$ cat src/rtl/line_pkg.sv
// Shared definitions for the object-layer drawers: transparency code,
// the signed pixel-coordinate type and a saturating absolute value.
package line_pkg;

  localparam int unsigned LINE_COORD_W = 11;

  localparam logic [7:0] TRANSPARENT_ENCODING = 8'hFF;

  typedef logic signed [LINE_COORD_W-1:0] coord_t;

  // |v|, clamped so the most negative value cannot wrap back to negative.
  function automatic logic [31:0] sat_abs(input logic signed [31:0] v);
    if (v == 32'sh8000_0000) begin
      return 32'h7FFF_FFFF;
    end else if (v < 0) begin
      return 32'(-v);
    end else begin
      return 32'(v);
    end
  endfunction

endpackage

$ cat src/rtl/line_shadow_regs.sv
// Frame-synchronous shadow copy of the aiming-line geometry and modes.
// Everything is captured on startOfFrame so the line never tears mid-frame.
module line_shadow_regs
  import line_pkg::*;
#(
  parameter int COORD_W      = 11,
  parameter int BALL_RADIUS  = 16,
  parameter int MAX_LEN      = 256,
  parameter int BLINK_FRAMES = 16
) (
  input  logic                      clk_i,
  input  logic                      rst_i,
  input  logic                      sof_i,
  input  logic signed [COORD_W-1:0] tl_x_i,
  input  logic signed [COORD_W-1:0] tl_y_i,
  input  logic signed [COORD_W-1:0] vel_x_i,
  input  logic signed [COORD_W-1:0] vel_y_i,
  input  logic                      en_i,
  input  logic                      dash_i,
  input  logic                      blink_i,
  output logic signed [COORD_W+1:0] cx_o,
  output logic signed [COORD_W+1:0] cy_o,
  output logic signed [COORD_W+1:0] ex_o,
  output logic signed [COORD_W+1:0] ey_o,
  output logic signed [COORD_W-1:0] vx_o,
  output logic signed [COORD_W-1:0] vy_o,
  output logic                      major_o,
  output logic                      en_o,
  output logic                      dash_o,
  output logic                      blink_o,
  output logic                      blink_on_o
);

  // Positions get two guard bits: centre and end point may leave the
  // COORD_W range once the radius and velocity are added.
  localparam int CW    = COORD_W + 2;
  localparam int CNT_W = $clog2(2 * BLINK_FRAMES);

  logic signed [CW-1:0]      cx_d, cy_d, ex_d, ey_d;
  logic signed [CW-1:0]      cx_q, cy_q, ex_q, ey_q;
  logic signed [COORD_W-1:0] vx_d, vy_d, vx_q, vy_q;
  logic                      major_d, major_q;
  logic                      en_q, dash_q, blink_q, blink_on_q;
  logic                      blink_on_d;
  logic [CNT_W-1:0]          cnt_d, cnt_q;

  // Clamp one velocity component to [-MAX_LEN, MAX_LEN].
  function automatic logic signed [COORD_W-1:0] sat_vel(input logic signed [COORD_W-1:0] v);
    logic signed [31:0] w;
    w = 32'(v);
    if (w > MAX_LEN) begin
      return COORD_W'(MAX_LEN);
    end else if (w < -MAX_LEN) begin
      return COORD_W'(-MAX_LEN);
    end else begin
      return v;
    end
  endfunction

  // Geometry to be captured at the next startOfFrame.
  always_comb begin
    vx_d       = sat_vel(vel_x_i);
    vy_d       = sat_vel(vel_y_i);
    cx_d       = CW'(tl_x_i) + CW'(BALL_RADIUS);
    cy_d       = CW'(tl_y_i) + CW'(BALL_RADIUS);
    ex_d       = cx_d + CW'(vx_d);
    ey_d       = cy_d + CW'(vy_d);
    major_d    = sat_abs(32'(vx_d)) >= sat_abs(32'(vy_d));
    // The phase for the new frame follows the count before it advances,
    // so the first frame after reset is frame 0 and visible.
    blink_on_d = cnt_q < CNT_W'(BLINK_FRAMES);
    if (cnt_q == CNT_W'(2 * BLINK_FRAMES - 1)) begin
      cnt_d = '0;
    end else begin
      cnt_d = cnt_q + CNT_W'(1);
    end
  end

  // Geometry shadow; gated by en_q downstream, so no reset needed.
  always_ff @(posedge clk_i) begin
    if (sof_i) begin
      cx_q    <= cx_d;
      cy_q    <= cy_d;
      ex_q    <= ex_d;
      ey_q    <= ey_d;
      vx_q    <= vx_d;
      vy_q    <= vy_d;
      major_q <= major_d;
    end
  end

  // Mode latches and blink frame counter.
  always_ff @(posedge clk_i or posedge rst_i) begin
    if (rst_i) begin
      en_q       <= 1'b0;
      dash_q     <= 1'b0;
      blink_q    <= 1'b0;
      blink_on_q <= 1'b0;
      cnt_q      <= '0;
    end else if (sof_i) begin
      en_q       <= en_i;
      dash_q     <= dash_i;
      blink_q    <= blink_i;
      blink_on_q <= blink_on_d;
      cnt_q      <= cnt_d;
    end
  end

  assign cx_o       = cx_q;
  assign cy_o       = cy_q;
  assign ex_o       = ex_q;
  assign ey_o       = ey_q;
  assign vx_o       = vx_q;
  assign vy_o       = vy_q;
  assign major_o    = major_q;
  assign en_o       = en_q;
  assign dash_o     = dash_q;
  assign blink_o    = blink_q;
  assign blink_on_o = blink_on_q;

endmodule

$ cat src/rtl/aim_line_draw.sv
// Cue aiming-line drawer: a thick segment from the ball centre along the
// latched velocity, with optional dashes and blinking. Three-stage pixel
// pipeline, one result per clock.
module aim_line_draw
  import line_pkg::*;
#(
  parameter int         COORD_W        = 11,
  parameter int         BALL_RADIUS    = 16,
  parameter int         LINE_THICKNESS = 80,
  parameter int         MAX_LEN        = 256,
  parameter int         DASH_LEN       = 8,
  parameter int         BLINK_FRAMES   = 16,
  parameter logic [7:0] LINE_COLOR     = 8'h03
) (
  input  logic                      clk,
  input  logic                      reset,
  input  logic                      startOfFrame,
  input  logic signed [COORD_W-1:0] pixelX,
  input  logic signed [COORD_W-1:0] pixelY,
  input  logic signed [COORD_W-1:0] lineTopLeftPosX,
  input  logic signed [COORD_W-1:0] lineTopLeftPosY,
  input  logic signed [COORD_W-1:0] velocityX,
  input  logic signed [COORD_W-1:0] velocityY,
  input  logic                      lineEnable,
  input  logic                      dashMode,
  input  logic                      blinkMode,
  output logic                      drawingRequestLine,
  output logic [7:0]                RGBoutLine
);

  localparam int CW  = COORD_W + 2;
  localparam int CRW = 2 * COORD_W + 2;

  logic signed [CW-1:0]      cx, cy, ex, ey;
  logic signed [COORD_W-1:0] vx, vy;
  logic                      major, en, dash, blink, blink_on;

  line_shadow_regs #(
    .COORD_W      (COORD_W),
    .BALL_RADIUS  (BALL_RADIUS),
    .MAX_LEN      (MAX_LEN),
    .BLINK_FRAMES (BLINK_FRAMES)
  ) u_shadow (
    .clk_i      (clk),
    .rst_i      (reset),
    .sof_i      (startOfFrame),
    .tl_x_i     (lineTopLeftPosX),
    .tl_y_i     (lineTopLeftPosY),
    .vel_x_i    (velocityX),
    .vel_y_i    (velocityY),
    .en_i       (lineEnable),
    .dash_i     (dashMode),
    .blink_i    (blinkMode),
    .cx_o       (cx),
    .cy_o       (cy),
    .ex_o       (ex),
    .ey_o       (ey),
    .vx_o       (vx),
    .vy_o       (vy),
    .major_o    (major),
    .en_o       (en),
    .dash_o     (dash),
    .blink_o    (blink),
    .blink_on_o (blink_on)
  );

  logic signed [CW-1:0]      px_w, py_w, dx_d, dy_d;
  logic                      inbox_d, gate_d;

  logic signed [CW-1:0]      dx_p0, dy_p0;
  logic signed [COORD_W-1:0] vx_p0, vy_p0;
  logic                      major_p0, dash_p0, inbox_p0, gate_p0, vld_p0;

  logic signed [CRW-1:0]     cross_d;
  logic signed [CW-1:0]      t_w;
  logic                      dash_ok_d;

  logic signed [CRW-1:0]     cross_p1;
  logic                      dash_ok_p1, inbox_p1, gate_p1, vld_p1;

  logic                      hit_d, draw_p2;

  // ---- stage 0: offsets from centre, bounding box, frame-level gates ----
  always_comb begin
    px_w    = CW'(pixelX);
    py_w    = CW'(pixelY);
    dx_d    = px_w - cx;
    dy_d    = py_w - cy;
    inbox_d = ((px_w >= cx && px_w <= ex) || (px_w >= ex && px_w <= cx)) &&
              ((py_w >= cy && py_w <= ey) || (py_w >= ey && py_w <= cy));
    gate_d  = en && (vx != '0 || vy != '0) && (!blink || blink_on);
  end

  // Stage 0 data, carrying the vector with the pixel so a relatch
  // never mixes two frames' geometry inside the pipe.
  always_ff @(posedge clk) begin
    dx_p0    <= dx_d;
    dy_p0    <= dy_d;
    vx_p0    <= vx;
    vy_p0    <= vy;
    major_p0 <= major;
    dash_p0  <= dash;
    inbox_p0 <= inbox_d;
    gate_p0  <= gate_d;
  end

  // ---- stage 1: cross product and dash phase ----
  always_comb begin
    cross_d   = CRW'(vy_p0) * CRW'(dx_p0) - CRW'(vx_p0) * CRW'(dy_p0);
    t_w       = major_p0 ? ((dx_p0 < 0) ? -dx_p0 : dx_p0)
                         : ((dy_p0 < 0) ? -dy_p0 : dy_p0);
    // DASH_LEN is a power of two, so masking with it selects the dash bit.
    dash_ok_d = !dash_p0 || ((t_w & CW'(DASH_LEN)) == '0);
  end

  // Stage 1 data.
  always_ff @(posedge clk) begin
    cross_p1   <= cross_d;
    dash_ok_p1 <= dash_ok_d;
    inbox_p1   <= inbox_p0;
    gate_p1    <= gate_p0;
  end

  // ---- stage 2: thickness test and final decision ----
  always_comb begin
    hit_d = vld_p1 && gate_p1 && inbox_p1 && dash_ok_p1 &&
            (sat_abs(32'(cross_p1)) <= 32'(LINE_THICKNESS));
  end

  // Valid bits and the registered draw flag.
  always_ff @(posedge clk or posedge reset) begin
    if (reset) begin
      vld_p0  <= 1'b0;
      vld_p1  <= 1'b0;
      draw_p2 <= 1'b0;
    end else begin
      vld_p0  <= 1'b1;
      vld_p1  <= vld_p0;
      draw_p2 <= hit_d;
    end
  end

  assign drawingRequestLine = draw_p2;
  assign RGBoutLine         = draw_p2 ? LINE_COLOR : TRANSPARENT_ENCODING;

endmodule

$ cat config.mk
export PLATFORM = sky130hd
export DESIGN_NAME = aim_line_draw
export DESIGN_NICKNAME = d
export VERILOG_FILES = /design/src/rtl/line_pkg.sv /design/src/rtl/line_shadow_regs.sv /design/src/rtl/aim_line_draw.sv
export SDC_FILE = /design/constraint.sdc
export NUM_CORES = 1
export LEC_CHECK = 0
export ABC_AREA = 0
export BUFFER_PORTS_ARGS = -buffer_cell sky130_fd_sc_hd__buf_2
export CAP_MARGIN = 20
export CORE_MARGIN = 1
export CORE_UTILIZATION = 60
export CTS_CLUSTER_DIAMETER = 60
export DETAILED_ROUTE_END_ITERATION = 10
export MAX_ROUTING_LAYER = met4
export PLACE_DENSITY = 0.78
export SLEW_MARGIN = 20
export SYNTH_ARGS = -nofsm -noshare
export SYNTH_HDL_FRONTEND = slang
export SYNTH_SLANG_ARGS = --single-unit
$ cat constraint.sdc
create_clock -name clk -period 7.55 [get_ports clk]
set_input_delay 0.3775 -clock clk [delete_from_list [all_inputs] [get_ports clk]]
set_output_delay 0.3775 -clock clk [all_outputs]
set_load 0.005 [all_outputs]
Word level (Yosys, flattened, before mapping) --
Index checks and enable logic that the tools add are counted.
Word-level totals: register bits 164, output and inout bits 9, input port bits 72, word-level logic and storage cells 102
Cells by class: add/subtract/negate cells 13, multiply operators 2, magnitude comparators 20, reduce and logical (&&, ||, !) cells 21, equality and inequality tests 4, muxes and demuxes 15
Operators with widths (count):
- $mux W32 | 6
- $eq A11 B32 Y1 const B | 2
- $neg A11 Y32 | 2
- $mul A11 B13 Y24 | 2
- $mux W11 | 4
- $eq A24 B32 Y1 const B | 1
- $ge A32 B32 Y1 | 1
- $le A32 B7 Y1 const B | 1
- $neg A24 Y32 | 1
- $add A12 B11 Y13 | 2
- $ge A11 B13 Y1 | 2
- $le A11 B13 Y1 | 2
- $lt A13 B1 Y1 const B | 2
- $sub A11 B12 Y13 | 2
- $add A11 B6 Y12 const B | 2
- $ge A11 B12 Y1 | 2
- $le A11 B12 Y1 | 2
- $lt A24 B1 Y1 const B | 1
- $sub A24 B24 Y24 | 1
- $gt A11 B10 Y1 const B | 2
- $lt A11 B1 Y1 const B | 2
- $lt A11 B9 Y1 const B | 2
- $reduce_bool A11 Y1 | 2
- $logic_not A13 Y1 | 1
- 10 further kinds | 28

Depth between registers and ports, before layout --
Gate-level depths: netlist (run 1).
depth in word-level cells 7, gate-level depth with buffers 25, gate-level depth less buffers 24

By module --
Synthesis (run 1) repeated with hierarchy kept, for this count alone.
Second synthesis, totals: cells, all modules 2245, area, all modules 21058.9 sq um
By module, submodules not included:
- aim_line_draw | cells each 1731, sequential area each 1656.6 sq um, area each 15601.2 sq um, times used 1
- line_shadow_regs | cells each 514, sequential area each 2417.3 sq um, area each 5457.7 sq um, times used 1

Least setup slack after synthesis (run 1) --
No wires, ideal clock.
kind flip-flop to flip-flop, from register dy_p0[12], to register cross_p1[21], buffers on the path 1, data required time 7423 ps, setup slack 1058 ps, setup time 127 ps, cell stages (with the launch flop) 21, period minus slack after synthesis 6492 ps, data arrival time 6366 ps, cells stage by stage dfxtp_1 -> clkbuf_1 -> and2_1 -> fa_1 -> inv_1 -> fa_1 -> fa_1 -> fa_1 -> fa_1 -> fa_1 -> inv_1 -> fa_1 -> inv_1 -> ha_1 -> a211oi_1 -> nand2_1 -> a31oi_1 -> o21ai_0 -> a211oi_1 -> o21ai_0 -> xor2_1
Between the ends: longest elaborated chain between the ends 2
RTL lines:
- from (decl) | line aim_line_draw.sv:70 | logic signed [CW-1:0] dx_p0, dy_p0;
- from (signal assigned) | line aim_line_draw.sv:98 | dy_p0 <= dy_d;
- $mul A11 B13 Y24 | line aim_line_draw.sv:109 | cross_d = CRW'(vy_p0) * CRW'(dx_p0) - CRW'(vx_p0) * CRW'(dy_p0);
- $sub A24 B24 Y24 | line aim_line_draw.sv:109
- via cross_d[21] | line aim_line_draw.sv:74 | logic signed [CRW-1:0] cross_d;
- to (signal assigned) | line aim_line_draw.sv:118 | cross_p1 <= cross_d;
- to (decl) | line aim_line_draw.sv:78 | logic signed [CRW-1:0] cross_p1;
The timed path passes the listed nets, and every way through them passes these cells. A chain may end at the register's enable or synchronous reset.

Final worst setup path (run 1) --
from register vx_p0[1], to register cross_p1[22]
Between the ends: longest elaborated chain between the ends 2
RTL lines:
- from (decl) | line aim_line_draw.sv:71 | logic signed [COORD_W-1:0] vx_p0, vy_p0;
- from (signal assigned) | line aim_line_draw.sv:99 | vx_p0 <= vx;
- $mul A11 B13 Y24 | line aim_line_draw.sv:109
- $sub A24 B24 Y24 | line aim_line_draw.sv:109
- via cross_d[22] | line aim_line_draw.sv:74
The timed path passes the listed nets, and every way through them passes these cells.

==> impl_metrics.yaml, run 1 <==
run_status:
  status: "finished, final reports clean"
sta:
  finalCriticalPeriod_ns: 7.034
  fin_tns_setup_ns: 0
  finalHoldViolations: 0
  slew_headroom_pct: 37.06
  holdWs_ns: 0.1333
  slew_viol_final: 0
  clock_skew_ns: 0.01566
  setup_viol: 0
  fmax_mhz: 142.2
  worst_slack_ns: 0.5163
  post-route-period-util_pct: 93.16
  tightest_slew_ns: 0.9440
  rsz0062_at_grt: "no"
worst_setup_path:
  critPathKind: "reg -> reg"
  cp.arrival_ns: 7.40
  r2r_setup_slack_ns: 0.52
  ff2ff_path_depth: 21
  critPathMaxFanout: 13
  path_cells: "nand2_1 > inv_1 > fa_1 > inv_1 > fa_1 > fa_1 > fa_1 > fa_1 > fa_1 > inv_1 > fa_1 > inv_1 > ha_1 > a211oi_1 > nand2_1 > o21ai_0 > o211ai_1 > o2111ai_1 > o22ai_1 > o41ai_1 > xnor2_1"
  crit_required_ns: 7.92
  worst_path_max_delay_cell: "fa_1"
  endpoint: "cross_p1[22]$_DFF_P_"
  critPathLaunchType: "register"
  crit_path_start: "vx_p0[1]$_DFF_P_"
  crit_top_cell: "fa_1"
  rr_startpoint: "vx_p0[1]$_DFF_P_"
  worstSetupEndpointType: "register"
  max_stage_delay_ns: 0.91
  r2r-end: "cross_p1[22]$_DFF_P_"
placed_design:
  portBuffers: 78
  gp_routability_congestion: 0.9410
  dp_slack_ns: 0.5664
  hpwl_mm: 38.64
clock_network:
  clk_latency_ns: 0.45
  clock_path_buffers: 2
  cts.repair.resized: 0
  cts_max_level: 4
  cts_setup_buffers: 0
  cts_tree: "yes"
  clk_pin_slew_ns: 0.07
  cts.sinks: 164
  cts_root_buffer: "clkbuf_16"
  cts_inserted_buffers: 17
die:
  io_pins: 81
  dieArea_um2: 35000
  start_util_pct: 61.13
  die_h_um: 187.1
  fp.dieW_um: 187.1
  rows: 67
  core_um2: 33620
route:
  firstDrtPassIters: 5
  ant_nets: 0
  vias_per_cell: 5.481
  drc: 0
  vias: 14850
  wl_mm: 44.99
  wire_per_inst_um: 16.61
  drt_iter0_markers: 710
yosys:
  async_flop_share_pct: 7.317
  synth_largest_type_area_fraction_pct: 30.10
  synth_area_leader_cell: "fa_1"
  synth_ff_type: "dfxtp_1"
  synth_area_leaders: "fa_1, ha_1, edfxtp_1"
  ys_seq_area_share_pct: 19.82
  synth_mux_area_share_pct: 0.6697
  synthSimpleGateAreaFrac_pct: 15.36
  synth-seq-cells: 164
  ys_warn_count: 0
  synthXorXnorAreaFrac_pct: 4.304
  syn-cell-area_um2: 20550
  synth_top_family_by_area: "adder cells"
  avgSynthCellArea_um2: 9.479
  syn_inst: 2168
  yosys.cell_types.count: 65
  synth_adder_area_share_pct: 42.58
  synth-edff-count: 73
  synth_compound_area_share_pct: 7.306
cells_and_area:
  final_nets: 2832
  area_growth_pct: 7.129
  drive_above_1_share_pct: 5.710
run:
  max_cap_violations: 0
global_routing:
  grt_pass1_wl_mm: 77.41
  overflow: 0
  grt_max_degree: 79
  grt_usage_pct: 28.84
  grt_pass1_vias: 16020
  antenna_found_initial: 2
hold_path:
  hp-class: "in -> reg"
## how the worst min path moves through the flow
stage	from	slack, ns	end	cells after the start
after floorplan	reset	0.24	drawingRequestLine$_DFF_PP0_	1
after detailed placement	gate_p0$_DFF_P_	0.31	gate_p1$_DFF_P_	0
after global placement	gate_p0$_DFF_P_	0.31	gate_p1$_DFF_P_	0
after CTS	lineTopLeftPosY[3]	0.12	u_shadow.cy_o[3]$_DFFE_PP_	1
final	lineTopLeftPosY[3]	0.13	u_shadow.cy_o[3]$_DFFE_PP_	1
after global routing	lineTopLeftPosY[3]	0.13	u_shadow.cy_o[3]$_DFFE_PP_	1
## synthesized netlist by cell type, drive strengths merged, types with 5 or more instances
master    n
xor2     24
o21ai    68
nand2b   18
or3       9
a211oi    6
nand3b    5
nor2b    36
or4       5
inv     467
mux2i     7
buf      10
o21a     12
ha      205
dfrtp    12
a21boi    5
and3      8
and2    184
dfxtp    79
a21oi    59
xnor2    77
nand2   167
nor3     29
edfxtp   73
fa      309
nand4    18
clkbuf   55
a221oi    5
nor2     73
nor4     14
o211ai    8
a31oi     9
a21o     26
mux2      6
nand3    25
o31ai     9
## area by class of cell
type                    count  area, um^2
diodes                      2       5.005
clock buffers              18       429.2
clock inverters            14       161.4
fillers                  2712       11600
inverters                 469        1760
multi-input cells        1511       14590
flip-flops and latches    164        4074
well taps                 448       560.5
repair buffers             83       432.9
## through the flow
step	util, %	cells	instance area [um^2]
2_1_floorplan	-	2209	20700
3_3_place_gp	63.69	2674	21410
3_5_place_dp	63.69	2674	21410
4_1_cts	65.48	2707	22010
5_1_grt	65.49	2709	22020
6_report	65.49	2709	22020
## cell families after synthesis
group	after synthesis
AO/OA/AOI/OAI	238
XOR/XNOR	101
adder cells (fa/ha/maj)	514
buffers and inverters	534
flip-flops	164
multiplexers	13
other	2
AND/OR/NAND/NOR	602
## flip-flops by register name, summed over array words and instances, names as in the netlist, 12 cells and up
name / flops
u_shadow.cx_o: 12
u_shadow.cy_o: 12
cross_p1: 24
u_shadow.ey_o: 13
dy_p0: 13
u_shadow.ex_o: 13
dx_p0: 13
## per-layer routing
layer	vias up	routed length, um	GRT usage [%]
li1	6917	-	-
met1	7396	17970	33.45
met2	420	23000	49.74
met3	115	1956	3.696
met4	0	2073	13.46
met5	-	0	-
## critical path: cells and delay by family (launching register included)
family	cells	cell delay (ns)
adder cells (fa/ha/maj)	8	4.39
AO/OA/AOI/OAI	6	1.22
flip-flops	1	0.45
buffers and inverters	4	0.39
AND/OR/NAND/NOR	2	0.31
XOR/XNOR	1	0.17
## timing repair
action | CTS | global route
hold endpoints to repair | 12 | 0
setup endpoints to repair | 0 | 0
hold buffers | 1 | 0
## cell usage in the layout (no fill, tap or decap), types with 25 or more instances in the layout
| master | count |
|---|---|
| a21o_1 | 26 |
| a21oi_1 | 59 |
| and2_1 | 183 |
| buf_2 | 77 |
| conb_1 | 43 |
| dfxtp_1 | 79 |
| edfxtp_1 | 73 |
| fa_1 | 309 |
| ha_1 | 205 |
| inv_1 | 466 |
| nand2_1 | 167 |
| nand3_1 | 25 |
| nor2_1 | 73 |
| nor2b_1 | 36 |
| nor3_1 | 28 |
| o21ai_0 | 68 |
| xnor2_1 | 77 |
Power of run 1 is not shown: default switching activity piles up to over one toggle a cycle in this logic, so the estimate is an artifact.
==> run 2, diff against run 1 <==
--- a/config.mk
+++ b/config.mk
@@ -8,11 +8,11 @@
 export ABC_AREA = 0
 export BUFFER_PORTS_ARGS = -buffer_cell sky130_fd_sc_hd__buf_2
 export CAP_MARGIN = 20
+export CORE_ASPECT_RATIO = 2
 export CORE_MARGIN = 1
 export CORE_UTILIZATION = 60
 export CTS_CLUSTER_DIAMETER = 60
 export DETAILED_ROUTE_END_ITERATION = 10
-export MAX_ROUTING_LAYER = met4
 export PLACE_DENSITY = 0.78
 export SLEW_MARGIN = 20
 export SYNTH_ARGS = -nofsm -noshare
==> run 2 against run 1 <==
Effect of this change: global-route usage rose by 4.1 points; critical path depth is 2 lower; die area rose by 0.13%; hold slack worse by 0.014 ns; via count grew 2.5%; sequential share of layout area is essentially flat; core utilization is essentially flat; flip-flop and latch count unchanged; count of clock-buffer cells in the layout decreased by 1; maximum frequency fell by 0.13%; register-to-register slack about the same; routed wire length up 19%; highest routed layer unchanged.
==> impl_metrics.yaml, run 2 (same netlist as run 1, synthesis figures left out) <==
sta:
  slew_headroom_pct: 31.10
  finalHoldViolations: 0
  clock_skew_ns: 0.01411
  post-route-period-util_pct: 93.28
  tightest_slew_ns: 1.026
  fmax_mhz: 142.0
  slew_viol_final: 0
  rsz0062_at_grt: "no"
  fin_tns_setup_ns: 0
  setup_viol: 0
  finalCriticalPeriod_ns: 7.043
worst_setup_path:
  critPathTopFamily: "adder cells"
  crit_top_cell: "fa_1"
  critPathMaxFanout: 13
  worst_path_max_delay_cell: "fa_1"
  critPathKind: "reg -> reg"
  r2r_setup_slack_ns: 0.51
  path_cells: "and2_1 > fa_1 > inv_1 > fa_1 > fa_1 > fa_1 > fa_1 > fa_1 > inv_1 > fa_1 > inv_1 > ha_1 > a211oi_1 > nand2_1 > a31oi_1 > o21ai_0 > a211oi_1 > o21ai_0 > xor2_1"
  crit_required_ns: 7.89
  max_stage_delay_ns: 0.93
  cp.arrival_ns: 7.38
  worstSetupEndpointType: "register"
  critPathLaunchType: "register"
  crit_buf_inv: 3
route:
  vias: 15220
  drc: 0
  wl_mm: 53.65
  vias_per_cell: 5.636
  drt_iter0_markers: 649
  ant_nets: 0
  firstDrtPassIters: 6
  wire_per_inst_um: 19.86
die:
  core_um2: 33640
  die_h_um: 263.7
  dieArea_um2: 35040
  start_util_pct: 61.09
  fp.dieW_um: 132.9
  rows: 95
  io_pins: 81
clock_network:
  cts.repair.resized: 0
  cts_max_level: 4
  cts_setup_buffers: 0
  clk_latency_ns: 0.45
  cts_tree: "yes"
  clk_pin_slew_ns: 0.08
  clock_path_buffers: 2
  cts_inserted_buffers: 17
  cts_root_buffer: "clkbuf_16"
  cts.sinks: 164
  cts_hold_buf: 1
cells_and_area:
  largest_reg_flops: 24
  area_growth_pct: 7.209
  multi_input_area_um2: 14590
  antenna_cells: 0
  layout_commonest_cell: "inv_1"
  drive_above_1_share_pct: 5.960
  final_nets: 2838
  layout_common_cells: "inv_1, fa_1, ha_1, and2_1, nand2_1"
  ff_latch_area_um2: 4074
  fillers: 2660
  max_flop_register: "cross_p1"
hold_path:
  hp-class: "in -> reg"
global_routing:
  overflow: 0
  grt_pass1_wl_mm: 85.22
  antenna_found_initial: 0
  grt_usage_pct: 32.96
  grt_pass1_vias: 16930
  grt_max_degree: 85
run:
  max_cap_violations: 0
run_status:
  status: "finished, final reports clean"
placed_design:
  portBuffers: 78
  gp_routability_congestion: 0.9740
  hpwl_mm: 45.42
run 2: cell count changes in the layout (fill, tap and decap cells not counted), sizes merged:
cell,previous run,this run
buf,82,88
diode,2,0
bufinv,1,0
clkbuf,18,17
clkinv,7,8
inv,475,476
run 2: path summary, 6_finish.rpt:
check | from | end | depth (start not counted)
worst min register to register | gate_p0$_DFF_P_ | gate_p1$_DFF_P_ | 0
max in group asynchronous | reset | vld_p0$_DFF_PP0_ | 3
worst max-delay path | vx_p0[2]$_DFF_P_ | cross_p1[21]$_DFF_P_ | 19
worst min-delay path | lineTopLeftPosX[3] | u_shadow.cx_o[3]$_DFFE_PP_ | 1
min in group asynchronous | reset | drawingRequestLine$_DFF_PP0_ | 3
worst max register to register | vx_p0[2]$_DFF_P_ | cross_p1[21]$_DFF_P_ | 19
run 2: worst register-to-register path, cell delays in order, from the launching register on:
cell and delay [ns]:
dfxtp_1 0.45, and2_1 0.23, fa_1 0.93, inv_1 0.21
fa_1 0.61, fa_1 0.45, fa_1 0.52, fa_1 0.53
fa_1 0.55, inv_1 0.06, fa_1 0.53, inv_1 0.04
ha_1 0.33, a211oi_1 0.23, nand2_1 0.12, a31oi_1 0.17
o21ai_0 0.16, a211oi_1 0.46, o21ai_0 0.20, xor2_1 0.16
run 2: per-layer routing:
metal / track usage, % / part of all wire [%]
met1: 27.79 / 29
met2: 61.60 / 54
met3: 5.162 / 4.0
met4: 34.67 / 12
met5: 0 / 0
run 2: cell type report:
| type | instances | share of cell area, % |
|---|---|---|
| Inverter | 469 | 7.990 |
| Sequential cell | 164 | 18.49 |
| Multi-Input combinational cell | 1511 | 66.23 |
| Tap cell | 436 | 2.476 |
| Timing Repair Buffer | 89 | 2.169 |
| Clock inverter | 15 | 0.7099 |
| Clock buffer | 17 | 1.931 |
run 2: through the flow:
stage	setup WS, ns	hold WS [ns]	instance area, um^2	util [%]	std cells
final	0.5075	0.1192	22030	65.50	2701
after CTS	0.4953	0.1077	22030	65.50	2701
after floorplan	1.058	0.2422	20700	-	2209
after global placement	0.6625	0.3117	21440	63.74	2668
after detailed placement	0.5212	0.3121	21440	63.74	2668
after global routing	0.04498	0.1102	22030	65.50	2701
Power of run 2 is left out for the same reason.
